--- config.mk ---
export PLATFORM = sky130hd
export DESIGN_NAME = mapper_banked_flat
export DESIGN_NICKNAME = d
export VERILOG_FILES = /design/src/rtl/mapper_banked_pkg.sv /design/src/rtl/mapper_banked_if.sv /design/src/rtl/mapper_banked_size_mask.sv /design/src/rtl/mapper_banked.sv /design/src/flat_wrapper.sv
export SDC_FILE = /design/constraint.sdc
export NUM_CORES = 1
export LEC_CHECK = 0
export ABC_CLOCK_PERIOD_IN_PS = 6900
export CELL_PAD_IN_SITES_DETAIL_PLACEMENT = 0
export CELL_PAD_IN_SITES_GLOBAL_PLACEMENT = 2
export CORE_ASPECT_RATIO = 0.8
export CORE_MARGIN = 2
export CORE_UTILIZATION = 31
export CTS_CLUSTER_SIZE = 8
export DETAILED_ROUTE_END_ITERATION = 6
export PLACE_DENSITY_LB_ADDON = 0.1
export SLEW_MARGIN = 20
export SYNTH_ARGS = -nofsm -noshare
export SYNTH_HDL_FRONTEND = slang
export SYNTH_SLANG_ARGS = --single-unit
--- constraint.sdc ---
create_clock -name clk -period 6.9 [get_ports clk]
set_clock_uncertainty 0.1 [all_clocks]
set_input_delay 2.07 -clock clk [delete_from_list [all_inputs] [get_ports clk]]
set_output_delay 2.07 -clock clk [all_outputs]
set_load 0.03 [all_outputs]
--- src/rtl/mapper_banked_pkg.sv ---
// Shared types for the banked ROM mapper: mapper type codes, block descriptor,
// mapper output bundle and the size-mask FSM encoding.
package mapper_banked_pkg;

  typedef enum logic [2:0] {
    MAPPER_NONE,
    MAPPER_ASCII8,
    MAPPER_ASCII16,
    MAPPER_KONAMI,
    MAPPER_KONAMI_SCC
  } mapper_typ_e;

  typedef struct packed {
    mapper_typ_e typ;
    logic [1:0]  offset_ram;
    logic [24:0] rom_size;
  } block_info_t;

  typedef struct packed {
    logic        ram_cs;
    logic [26:0] addr;
    logic        rnw;
  } mapper_out_t;

  typedef enum logic {
    MASK_INIT,
    MASK_RUN
  } mask_state_e;

  localparam logic [3:0]  MAX_MASK_K = 4'd8;
  localparam logic [26:0] ADDR_IDLE  = '1;

  // Each offset_ram step selects a 16 KB window of the physical RAM.
  function automatic logic [26:0] ram_base(input logic [1:0] off);
    return {11'b0, off, 14'b0};
  endfunction

endpackage

--- src/rtl/mapper_banked_if.sv ---
// CPU-side bus seen by memory-mapped devices: address, write data and strobes.
interface cpu_bus_if;
  logic [15:0] addr;
  logic [7:0]  data;
  logic        mreq;
  logic        rd;
  logic        wr;

  modport host_mp   (output addr, data, mreq, rd, wr);
  modport device_mp (input  addr, data, mreq, rd, wr);
endinterface

--- src/rtl/mapper_banked_size_mask.sv ---
// Derives the bank-number mask from the ROM size: smallest power-of-two bank
// count covering the ROM (capped at 256 banks), recomputed when the size changes.
module mapper_size_mask
  import mapper_banked_pkg::*;
#(
  parameter int BANK_BITS = 13
) (
  input  logic        clk,
  input  logic        reset_n,
  input  logic [24:0] rom_size,
  output logic [7:0]  mask,
  output logic        ready
);

  mask_state_e state_q, state_d;
  logic [3:0]  k_q, k_d;
  logic [7:0]  mask_q, mask_d;
  logic [24:0] size_q, size_d;
  logic [4:0]  shAmt;
  logic [25:0] span;
  logic        sizeFits;

  assign shAmt    = 5'(k_q) + 5'(BANK_BITS);
  assign span     = 26'd1 << shAmt;
  assign sizeFits = span >= {1'b0, rom_size};

  always_comb begin
    state_d = state_q;
    k_d     = k_q;
    mask_d  = mask_q;
    size_d  = size_q;
    unique case (state_q)
      MASK_INIT: begin
        if (sizeFits || k_q == MAX_MASK_K) begin
          mask_d  = 8'((9'd1 << k_q) - 9'd1);
          size_d  = rom_size;
          state_d = MASK_RUN;
        end else begin
          k_d = k_q + 4'd1;
        end
      end
      MASK_RUN: begin
        // The size captured on leaving INIT is the reference for change detection.
        if (rom_size != size_q) begin
          k_d     = 4'd0;
          state_d = MASK_INIT;
        end
      end
      default: state_d = MASK_INIT;
    endcase
  end

  always_ff @(posedge clk or negedge reset_n) begin
    if (!reset_n) begin
      state_q <= MASK_INIT;
      k_q     <= 4'd0;
      mask_q  <= 8'd0;
      size_q  <= 25'd0;
    end else begin
      state_q <= state_d;
      k_q     <= k_d;
      mask_q  <= mask_d;
      size_q  <= size_d;
    end
  end

  assign mask  = mask_q;
  assign ready = (state_q == MASK_RUN);

endmodule

--- src/rtl/mapper_banked.sv ---
// ASCII-style banked ROM mapper: CPU pages map through writable bank registers
// onto a ROM image stored in external RAM at a selectable 16 KB offset.
module mapper_banked
  import mapper_banked_pkg::*;
#(
  parameter int          BANKS      = 4,
  parameter int          BANK_BITS  = 13,
  parameter int          FIRST_PAGE = 2,
  parameter logic [15:0] REG_BASE   = 16'h6000,
  parameter int          REG_SPAN   = 13,
  parameter mapper_typ_e MAP_TYPE   = MAPPER_ASCII8
) (
  input  logic            clk,
  input  logic            reset_n,
  cpu_bus_if.device_mp    cpu_bus,
  input  block_info_t     block_info,
  output mapper_out_t     out
);

  localparam int IDX_W = $clog2(BANKS);

  logic [7:0]       bank_q [BANKS];
  logic [7:0]       bank_d [BANKS];
  logic             wrArm_q, wrArm_d;
  logic [7:0]       mask;
  logic             ready;
  logic             cs;
  logic [31:0]      pageNum;
  logic             mapped;
  logic [IDX_W-1:0] slot;
  logic             regHit;
  logic [IDX_W-1:0] regIdx;
  logic [7:0]       effBank;
  logic [26:0]      romOff;
  logic [26:0]      ramAddr;
  logic             inRange;
  logic             rdHit;

  mapper_size_mask #(.BANK_BITS(BANK_BITS)) u_size_mask (
    .clk      (clk),
    .reset_n  (reset_n),
    .rom_size (block_info.rom_size),
    .mask     (mask),
    .ready    (ready)
  );

  assign cs      = (block_info.typ == MAP_TYPE) && cpu_bus.mreq && (cpu_bus.rd || cpu_bus.wr);
  assign pageNum = 32'(cpu_bus.addr[15:BANK_BITS]);
  assign mapped  = (pageNum >= 32'(FIRST_PAGE)) && (pageNum < 32'(FIRST_PAGE + BANKS));
  assign slot    = IDX_W'(pageNum - 32'(FIRST_PAGE));
  assign regHit  = cs && cpu_bus.wr && (cpu_bus.addr[15:REG_SPAN] == REG_BASE[15:REG_SPAN]);
  assign regIdx  = cpu_bus.addr[REG_SPAN-1 -: IDX_W];

  // Writes load only when armed by a prior cycle without an active write, so a
  // held strobe (including one spanning reset release) never reloads.
  always_comb begin
    bank_d  = bank_q;
    wrArm_d = !(cs && cpu_bus.wr);
    if (regHit && wrArm_q) begin
      bank_d[regIdx] = cpu_bus.data;
    end
  end

  always_ff @(posedge clk or negedge reset_n) begin
    if (!reset_n) begin
      for (int i = 0; i < BANKS; i++) begin
        bank_q[i] <= 8'(i);
      end
      wrArm_q <= 1'b0;
    end else begin
      bank_q  <= bank_d;
      wrArm_q <= wrArm_d;
    end
  end

  assign effBank = bank_q[slot] & mask;
  assign romOff  = (27'(effBank) << BANK_BITS) + 27'(cpu_bus.addr[BANK_BITS-1:0]);
  assign ramAddr = ram_base(block_info.offset_ram) + romOff;
  assign inRange = romOff < {2'b0, block_info.rom_size};
  assign rdHit   = cs && cpu_bus.rd && !cpu_bus.wr && mapped && ready && inRange;

  assign out.ram_cs = rdHit;
  assign out.addr   = rdHit ? ramAddr : ADDR_IDLE;
  assign out.rnw    = 1'b1;

endmodule

--- src/flat_wrapper.sv ---
// flat-port wrapper written by rule: the top's interface ports become plain ports
module mapper_banked_flat import mapper_banked_pkg::*;
#(
  parameter int          BANKS      = 4,
  parameter int          BANK_BITS  = 13,
  parameter int          FIRST_PAGE = 2,
  parameter logic [15:0] REG_BASE   = 16'h6000,
  parameter int          REG_SPAN   = 13,
  parameter mapper_typ_e MAP_TYPE   = MAPPER_ASCII8
)
  (clk, reset_n, block_info, out, cpu_bus_addr, cpu_bus_data, cpu_bus_mreq, cpu_bus_rd, cpu_bus_wr);
  cpu_bus_if cpu_bus_i ();
  input  logic clk;
  input  logic reset_n;
  input  block_info_t block_info;
  output mapper_out_t out;
  input wire logic [$bits(cpu_bus_i.addr)-1:0] cpu_bus_addr;
  input wire logic [$bits(cpu_bus_i.data)-1:0] cpu_bus_data;
  input wire logic [$bits(cpu_bus_i.mreq)-1:0] cpu_bus_mreq;
  input wire logic [$bits(cpu_bus_i.rd)-1:0] cpu_bus_rd;
  input wire logic [$bits(cpu_bus_i.wr)-1:0] cpu_bus_wr;
  assign cpu_bus_i.addr = cpu_bus_addr;
  assign cpu_bus_i.data = cpu_bus_data;
  assign cpu_bus_i.mreq = cpu_bus_mreq;
  assign cpu_bus_i.rd = cpu_bus_rd;
  assign cpu_bus_i.wr = cpu_bus_wr;
  mapper_banked #(.BANKS(BANKS), .BANK_BITS(BANK_BITS), .FIRST_PAGE(FIRST_PAGE), .REG_BASE(REG_BASE), .REG_SPAN(REG_SPAN), .MAP_TYPE(MAP_TYPE)) u_core (.clk(clk), .reset_n(reset_n), .cpu_bus(cpu_bus_i), .block_info(block_info), .out(out));
endmodule
==> summary.txt, run 1 <==
Synthesis
  • Post-synthesis instance area: roughly 0.0055 mm2
  • Top post-synthesis cells by count: 67 x sky130_fd_sc_hd__dfrtp_1, 56 x sky130_fd_sc_hd__ha_1, 52 x sky130_fd_sc_hd__nor2_1, 39 x sky130_fd_sc_hd__inv_1, 39 x sky130_fd_sc_hd__nand2_1
  • Share of flip-flops with an asynchronous set or reset after synthesis: 100.0%
  • Primary FF master, synth: sky130_fd_sc_hd__dfrtp_1
  • Library cells used by synthesis: 65
  • Mean instance size in the synthesized netlist: roughly 10 um2
  • Number of enable flip-flop cells after synthesis: 0
  • Library cell with the highest instance count after synthesis: sky130_fd_sc_hd__dfrtp_1
  • Synth Register Bits: 71
  • Syn Nets: ~650
  • Total of warnings raised by yosys: 0
  • Largest cells by area after synthesis: sky130_fd_sc_hd__dfrtp_1 31%, sky130_fd_sc_hd__ha_1 13%, sky130_fd_sc_hd__mux2_2 7.6%
  • Post-synthesis cell type with the largest combined area: sky130_fd_sc_hd__dfrtp_1
  • Sequential area share after synthesis: about a third
  • Cell count after synthesis: about 540
  • Area share of the largest cell type after synthesis: 30.59%

STA
  • Slew margin rel.: between 20 and 30%
  • Fin. max-slew vios: 0
  • Hold violation count in the final report: 0
  • Final count of negative-setup-slack endpoints: 0
  • Final clock period utilization by the worst path: 99.38%
  • Min Tclk post-route: 6.857 ns
  • Setup Total Neg Slack: 0 ns
  • Achievable Freq: ~0.15 GHz
  • Setup repair after global routing missed its margin: true
  • Slew at the pin closest to its max-slew limit: between 1 and 1.5 ns

Place
  • Detailed placer's ending HPWL: 12800 um
  • Count of input and output buffers: between 80 and 90
  • RePlAce Congestion: around 0.83

Critical path
  • Count of buffer and inverter cells on the critical path: 6
  • Delay of the slowest critical-path stage: approximately 0.49 ns
  • Critical Path Slowest Stage Cell: sky130_fd_sc_hd__mux4_2
  • Highest net fanout along the worst path: 7
  • Data arrival time of the critical path: between 4 and 5 ns
  • Crit path required time: about 4.7 ns
  • Type of origin of the critical path: input port
  • WS Path Type: input port to primary output
  • Cells traversed along the worst timing path: buf_8 > buf_8 > mux4_2 > and2_4 > ha_4 > a211oi_4 > o2111ai_2 > a221oi_2 > buf_4 > o21bai_1 > a21o_2 > inv_4 > buf_12 > nand2b_4 > buf_6
  • Most numerous cell on the critical path: sky130_fd_sc_hd__buf_8
  • Worst path top cell family by delay: compound AO/OA/AOI/OAI gates
  • Setup crit end kind: primary output

Floorplanning
  • Vert. Die Dim: approximately 120 um
  • Floorplan Core Area: ~0.017 mm2
  • Ports: 88
  • Die area: 0.01876 mm2
  • Initial Util: approximately a third
  • FP Rows: 43
  • DIE WIDTH: 152.7 um

GRT
  • First-pass GRT wire length: between 20000 and 30000 um
  • Maximum number of pins on one net before global-route repair: 53
  • Vias in the first global route: between 4k and 5k
  • Number of antenna violations at the first check in global routing: 0
  • Global Route Usage Sum: 18.01%
  • Total congestion overflow: 0

Detailed routing
  • Count of antenna-violating nets left after detailed routing: 0
  • First-pass iteration count of the detailed router: 4
  • First-iteration detailed-routing DRC count: about 190
  • Mean routed wirelength per cell: ~18 um
  • Via count: between 4k and 5k
  • Final routed DRC violation total: 0
  • Detailed-route vias per instance: 4.897
  • Detailed Route WL: ~16000 um

Power and ir drop
  • Final Total Pwr: approximately 2.1 mW
  • Fraction of power consumed by the clock network: between 20% and 30%
  • Worst VDD drop: about 0.00018 V
  • Pwr/cell area: around 290 mW/mm2
  • Total leakage power: 3.481 nW
  • Register share of total power: 31.4%
  • Portion of total power attributed to combinational logic: 46.5%
  • Switching portion of total power: a little under two fifths
  • Switching power of the nets: about 800 uW
  • Cell Int Power: between 1 and 1.5 mW

Min path
  • Hold WC Path Type: flop to flop

Clock tree
  • Total clock buffers created by CTS: 9
  • Clock network latency to the later pin of the worst-skew pair: 0.35 ns
  • CTS clk-pin slew, worst paths: approximately 0.060 ns
  • Clock buffer depth: 2
  • Root buf cell: sky130_fd_sc_hd__clkbuf_16
  • Sinks on Clock Net: 71
  • Clock tree from TritonCTS: done
  • H-tree levels: 3

Cells and area
  • Fill cell count: 1722
  • Net total in the final layout: between 700 and 800
  • Fraction of final layout cells with drive strength greater than 1: between 30% and 40%
  • Area of the multi-input gates: 0.003556 mm2
  • Growth of design area from synthesis to finish: 35.02%
  • Area of all sequential standard cells: between 0.0015 and 0.002 mm2
  • Ant diodes: 0

Flow run
  • MaxCap Viol Count: 0

Status
  • Result of the run: finished, final reports clean
==> power by group through the flow <==
stage	Combinational, mW	Sequential, mW	Clock, mW
2_1_floorplan	0.788	0.613	0
3_3_place_gp	0.963	0.663	0
3_5_place_dp	0.977	0.667	0
4_1_cts	0.985	0.662	0.484
5_1_grt	1.09	0.681	0.504
6_report	0.981	0.664	0.467
==> state kept, by name, summed over array words and instances, names as in the netlist <==
signal	cells
u_core.bank_q	32
u_core.wrArm_q	1
u_core.u_size_mask.size_q	25
u_core.u_size_mask.ready	1
u_core.u_size_mask.k_q	4
u_core.u_size_mask.mask	8
==> logic make-up after synthesis <==
| group | Yosys count | share of synthesized area (%) |
|---|---|---|
| multiplexers | 74 | 18.65 |
| adder cells (fa/ha/maj) | 57 | 13.15 |
| AND/OR/NAND/NOR | 171 | 15.78 |
| XOR/XNOR | 34 | 5.434 |
| other | 1 | 0.06843 |
| flip-flops | 71 | 32.51 |
| AO/OA/AOI/OAI | 69 | 8.836 |
| buffers and inverters | 60 | 5.571 |
==> routing by layer <==
metal	track usage, %	share of wire, %	vias to the layer above
met3	3.750	4.2	12
met1	27.47	54	2159
met2	26.04	41	90
li1	-	-	2171
met5	0	0	-
met4	4.051	1.2	0
==> final cells by class <==
type,count,share of cell area [%]
inverter,39,2.012
multi-input combinational,406,48.06
clock inverter,6,0.6764
sequential,71,24.08
clock buffer,10,3.230
tap,225,3.805
timing repair buffer,148,18.14
==> worst paths after layout <==
kind,startpoint,end,slack (ns),cells past startpoint
worst max-delay path,cpu_bus_addr[13],out[14],0.04,15
worst min-delay path,u_core.bank_q[4]$_DFFE_PN0P_,u_core.bank_q[4]$_DFFE_PN0P_,0.41,1
worst max register to register,u_core.u_size_mask.k_q[2]$_DFFE_PN0P_,u_core.u_size_mask.size_q[23]$_DFFE_PN0P_,2.09,12
worst min register to register,u_core.bank_q[4]$_DFFE_PN0P_,u_core.bank_q[4]$_DFFE_PN0P_,0.41,1
max in group asynchronous,reset_n,u_core.u_size_mask.size_q[9]$_DFFE_PN0P_,4.05,2
min in group asynchronous,reset_n,u_core.u_size_mask.mask[7]$_DFFE_PN0P_,1.56,1
==> worst reg2reg max path: cells and delay by family (launching register included) <==
family | cells | cell delay [ns]
buffers and inverters | 2 | 0.63
AO/OA/AOI/OAI | 3 | 1.22
multiplexers | 1 | 0.33
flip-flops | 1 | 0.65
AND/OR/NAND/NOR | 4 | 1.02
adder cells (fa/ha/maj) | 2 | 0.74
==> cells in the final DEF, fill, tap and decap left out, drive strengths merged, types with 2 or more instances in the layout <==
cell type      synthesis  final
dfstp                  4      4
xnor2                  8      8
xor2                  26     26
a21oi                 16     16
nor4b                  2      2
o21ai                 22     22
a211oi                 2      2
a211o                  2      2
and2                   5      5
mux4                   8      8
o41ai                  2      2
nand2b                16     16
nor4                  10     10
mux2i                  2      2
a21o                   6      6
nand4                  8      8
nor2                  53     53
clkdlybuf4s50          0     55
nor3                  12     12
nor2b                  3      3
buf                   14     87
nand2                 39     39
ha                    56     56
nand3                 11     11
clkbuf                 7     15
or2                    5      5
a221oi                 2      2
inv                   39     43
a22o                   2      2
o211ai                 2      2
mux2                  64     64
dfrtp                 67     67
==> metrics by stage <==
stage / worst slack [ns] / cells / utilization [%] / cell area, um2 / hold slack [ns]
6_report: 0.04280 / 905 / 42.71 / 7400 / 0.4054
4_1_cts: -0.0006239 / 903 / 42.21 / 7313 / 0.4065
3_5_place_dp: -0.8035 / 884 / 39.80 / 6895 / 0.3915
5_1_grt: -0.09711 / 905 / 42.71 / 7400 / 0.4173
2_1_floorplan: 0.01251 / 537 / - / 5518 / 0.3734
3_3_place_gp: -0.7195 / 884 / 39.80 / 6895 / 0.3870
==> repair_timing <==
item                                   CTS  global route
pin swaps                                6             5
gates resized for setup                 60            48
setup endpoints to repair               28            28
setup buffers                            2             2
hold buffers                             0             0
endpoints found under the hold margin    0             0
gates cloned                             1             0
No activity file was read; power rests on OpenSTA's default activity.
==> run 2: changes to the inputs <==
--- a/config.mk
+++ b/config.mk
@@ -5,16 +5,16 @@
 export SDC_FILE = /design/constraint.sdc
 export NUM_CORES = 1
 export LEC_CHECK = 0
-export ABC_CLOCK_PERIOD_IN_PS = 6900
+export ABC_CLOCK_PERIOD_IN_PS = 8450
 export CELL_PAD_IN_SITES_DETAIL_PLACEMENT = 0
 export CELL_PAD_IN_SITES_GLOBAL_PLACEMENT = 2
 export CORE_ASPECT_RATIO = 0.8
 export CORE_MARGIN = 2
-export CORE_UTILIZATION = 31
+export CORE_UTILIZATION = 37
 export CTS_CLUSTER_SIZE = 8
 export DETAILED_ROUTE_END_ITERATION = 6
 export PLACE_DENSITY_LB_ADDON = 0.1
-export SLEW_MARGIN = 20
+export SLEW_MARGIN = 10
 export SYNTH_ARGS = -nofsm -noshare
 export SYNTH_HDL_FRONTEND = slang
 export SYNTH_SLANG_ARGS = --single-unit
==> constraint.sdc (replaced) <==
create_clock -name clk -period 8.45 [get_ports clk]
set_clock_uncertainty 0.1 [all_clocks]
set_input_delay 2.535 -clock clk [delete_from_list [all_inputs] [get_ports clk]]
set_output_delay 2.535 -clock clk [all_outputs]
set_load 0.03 [all_outputs]
==> summary.txt, run 2 (synthesis results as in run 1) <==
GRT
  • First-pass GRT wire length: between 20000 and 25000 um
  • Vias in the first global route: around 4.4k
  • Number of antenna violations at the first check in global routing: 0
  • Maximum number of pins on one net before global-route repair: between 70 and 80
  • Total congestion overflow: 0
  • Global Route Usage Sum: 20.09%

Clock tree
  • Root buf cell: sky130_fd_sc_hd__clkbuf_16
  • Clock tree from TritonCTS: done
  • H-tree levels: 3
  • CTS clk-pin slew, worst paths: about 0.06 ns
  • Hold bufs inserted after CTS: 0
  • Clock network latency to the later pin of the worst-skew pair: about 0.35 ns
  • Sinks on Clock Net: roughly 70
  • Clock buffer depth: 2
  • Total clock buffers created by CTS: 9

Detailed routing
  • Detailed Route WL: 15000 um
  • Via count: between 4k and 5k
  • Detailed-route vias per instance: about 5
  • Count of antenna-violating nets left after detailed routing: 0
  • First-iteration detailed-routing DRC count: ~220
  • Mean routed wirelength per cell: roughly 18 um
  • Final routed DRC violation total: 12
  • First-pass iteration count of the detailed router: 7

Power and ir drop
  • Pwr/cell area: around 250 mW/mm2
  • Portion of total power attributed to combinational logic: 46.1%
  • Fraction of power consumed by the clock network: about 22%
  • Worst VDD drop: around 0.00018 V
  • Switching power of the nets: between 600 and 700 uW
  • Total leakage power: 3.247 nW
  • Register share of total power: 31.6%
  • Switching portion of total power: a little under two fifths
  • Cell Int Power: around 1.1 mW

STA
  • Hold violation count in the final report: 0
  • Min Tclk post-route: approximately 8.3 ns
  • Setup repair after global routing missed its margin: false
  • Fin. max-slew vios: 0
  • Slew at the pin closest to its max-slew limit: approximately 0.94 ns
  • Slew margin rel.: 37.15%
  • Post-route worst setup slack: around 0.20 ns
  • Final count of negative-setup-slack endpoints: 0
  • WHS: 0.4057 ns
  • Final clock period utilization by the worst path: between 90% and 100%
  • Setup Total Neg Slack: 0 ns
  • Achievable Freq: 0.1211 GHz

Critical path
  • Type of origin of the critical path: input port
  • Critical Path Slowest Stage Cell: sky130_fd_sc_hd__clkdlybuf4s50_1
  • R2R setup slack: 3.88 ns
  • Cells traversed along the worst timing path: clkdlybuf4s50_1 > buf_4 > mux4_2 > and2_1 > ha_1 > a211oi_2 > o2111ai_1 > a221oi_2 > buf_4 > o21bai_1 > a21o_1 > inv_1 > buf_4 > nand2b_1 > buf_4
  • WS Path Type: input port to primary output
  • Capture point of the worst reg-to-reg path: u_core.u_size_mask.size_q[8]$_DFFE_PN0P_
  • Highest net fanout along the worst path: 6
  • FF-to-FF Start: u_core.u_size_mask.k_q[2]$_DFFE_PN0P_
  • FF-to-FF path depth: 11
  • Data arrival time of the critical path: 5.62 ns
  • Delay of the slowest critical-path stage: around 0.55 ns
  • Setup crit end kind: primary output
  • Most numerous cell on the critical path: sky130_fd_sc_hd__buf_4
  • Crit path required time: a little under 6 ns

Place
  • Placed Cells incl. Taps: 820
  • Worst setup slack after placement: -0.3961 ns
  • RePlAce Congestion: 0.7830
  • Detailed placer's ending HPWL: 11860 um
  • Count of input and output buffers: 86

Cells and area
  • Non-filler cells, final: between 800 and 900
  • Most common cell after layout, fill and taps aside: sky130_fd_sc_hd__dfrtp_1
  • Fill cell count: roughly 1.3k
  • Fraction of final layout cells with drive strength greater than 1: about a quarter
  • Commonest cells after routing, fill and taps aside: 67 x sky130_fd_sc_hd__dfrtp_1, 56 x sky130_fd_sc_hd__ha_1, 56 x sky130_fd_sc_hd__clkdlybuf4s50_1
  • Register bank with the most flops: u_core.bank_q
  • Area of all sequential standard cells: around 0.0018 mm2
  • Area of the multi-input gates: 0.003405 mm2
  • Net total in the final layout: between 700 and 800
  • Ant diodes: 0
  • Growth of design area from synthesis to finish: 26.03%
  • Number of flip-flops in the largest register: 32

Floorplanning
  • Ports: 88
  • Floorplan Core Area: 0.01440 mm2
  • DIE WIDTH: between 100 and 150 um
  • Die area: ~0.016 mm2
  • Vert. Die Dim: around 110 um
  • FP Rows: 39
  • Initial Util: a little under two fifths

Status
  • Violated checks: DRC
  • Result of the run: finished with violations

Min path
  • Hold WC Path Type: flop to flop
  • Hold Path Cell Cnt: 1
  • Worst hold start: u_core.bank_q[3]$_DFFE_PN0P_
  • Endpoint of the worst hold-timing path: u_core.bank_q[3]$_DFFE_PN0P_

Flow run
  • MaxCap Viol Count: 0
run 2: metal layers:
| layer | wire, um | track usage, % | up-vias |
|---|---|---|---|
| met5 | 0 | 0 | - |
| met3 | 742 | 4.867 | 9 |
| met4 | 127 | 3.636 | 0 |
| met1 | 7883 | 30.37 | 2096 |
| met2 | 6249 | 29.43 | 96 |
| li1 | - | - | 2106 |
run 2: critical path: cells and delay by family:
kind / cells / cell delay, ns
adder cells (fa/ha/maj): 1 / 0.19
AO/OA/AOI/OAI: 5 / 1.03
multiplexers: 1 / 0.30
buffers and inverters: 6 / 1.30
AND/OR/NAND/NOR: 2 / 0.27
run 2: power by group through the flow:
stage | sequential [mW] | clock (mW) | combinational (mW)
final | 0.534 | 0.377 | 0.781
after global routing | 0.549 | 0.409 | 0.868
after CTS | 0.535 | 0.390 | 0.784
after detailed placement | 0.540 | 0 | 0.777
after global placement | 0.537 | 0 | 0.765
after floorplan | 0.501 | 0 | 0.643
run 2: cell type report:
class                   count  share of cell area [%]
clock buffers              10                   3.460
clock inverters             6                  0.7065
inverters                  39                   2.120
multi-input cells         406                   49.29
flip-flops and latches     71                   25.80
well taps                 184                   3.333
repair buffers            120                   15.29
run 2: worst max-delay path by stage:
stage	from	end	slack (ns)	cells past startpoint
3_5_place_dp	cpu_bus_addr[13]	out[19]	-0.40	13
6_report	cpu_bus_addr[14]	out[3]	0.20	15
4_1_cts	cpu_bus_addr[13]	out[3]	0.001	14
5_1_grt	cpu_bus_addr[14]	out[21]	0.007	15
2_1_floorplan	cpu_bus_addr[13]	out[11]	0.40	12
3_3_place_gp	cpu_bus_addr[13]	out[20]	-0.26	11
run 2: what timing repair did:
| action | in CTS | in global routing |
|---|---|---|
| pin swaps | 0 | 2 |
| gates resized for setup | 12 | 1 |
| endpoints found under the setup margin | 28 | 28 |
| setup buffers | 0 | 0 |
run 2: stage by stage:
stage | total power, mW | utilization [%] | cell area (um2)
2_1_floorplan | 1.143 | - | 5480
3_3_place_gp | 1.301 | 45.97 | 6618
3_5_place_dp | 1.317 | 45.97 | 6618
4_1_cts | 1.709 | 47.96 | 6904
5_1_grt | 1.826 | 47.98 | 6907
6_report | 1.693 | 47.98 | 6907
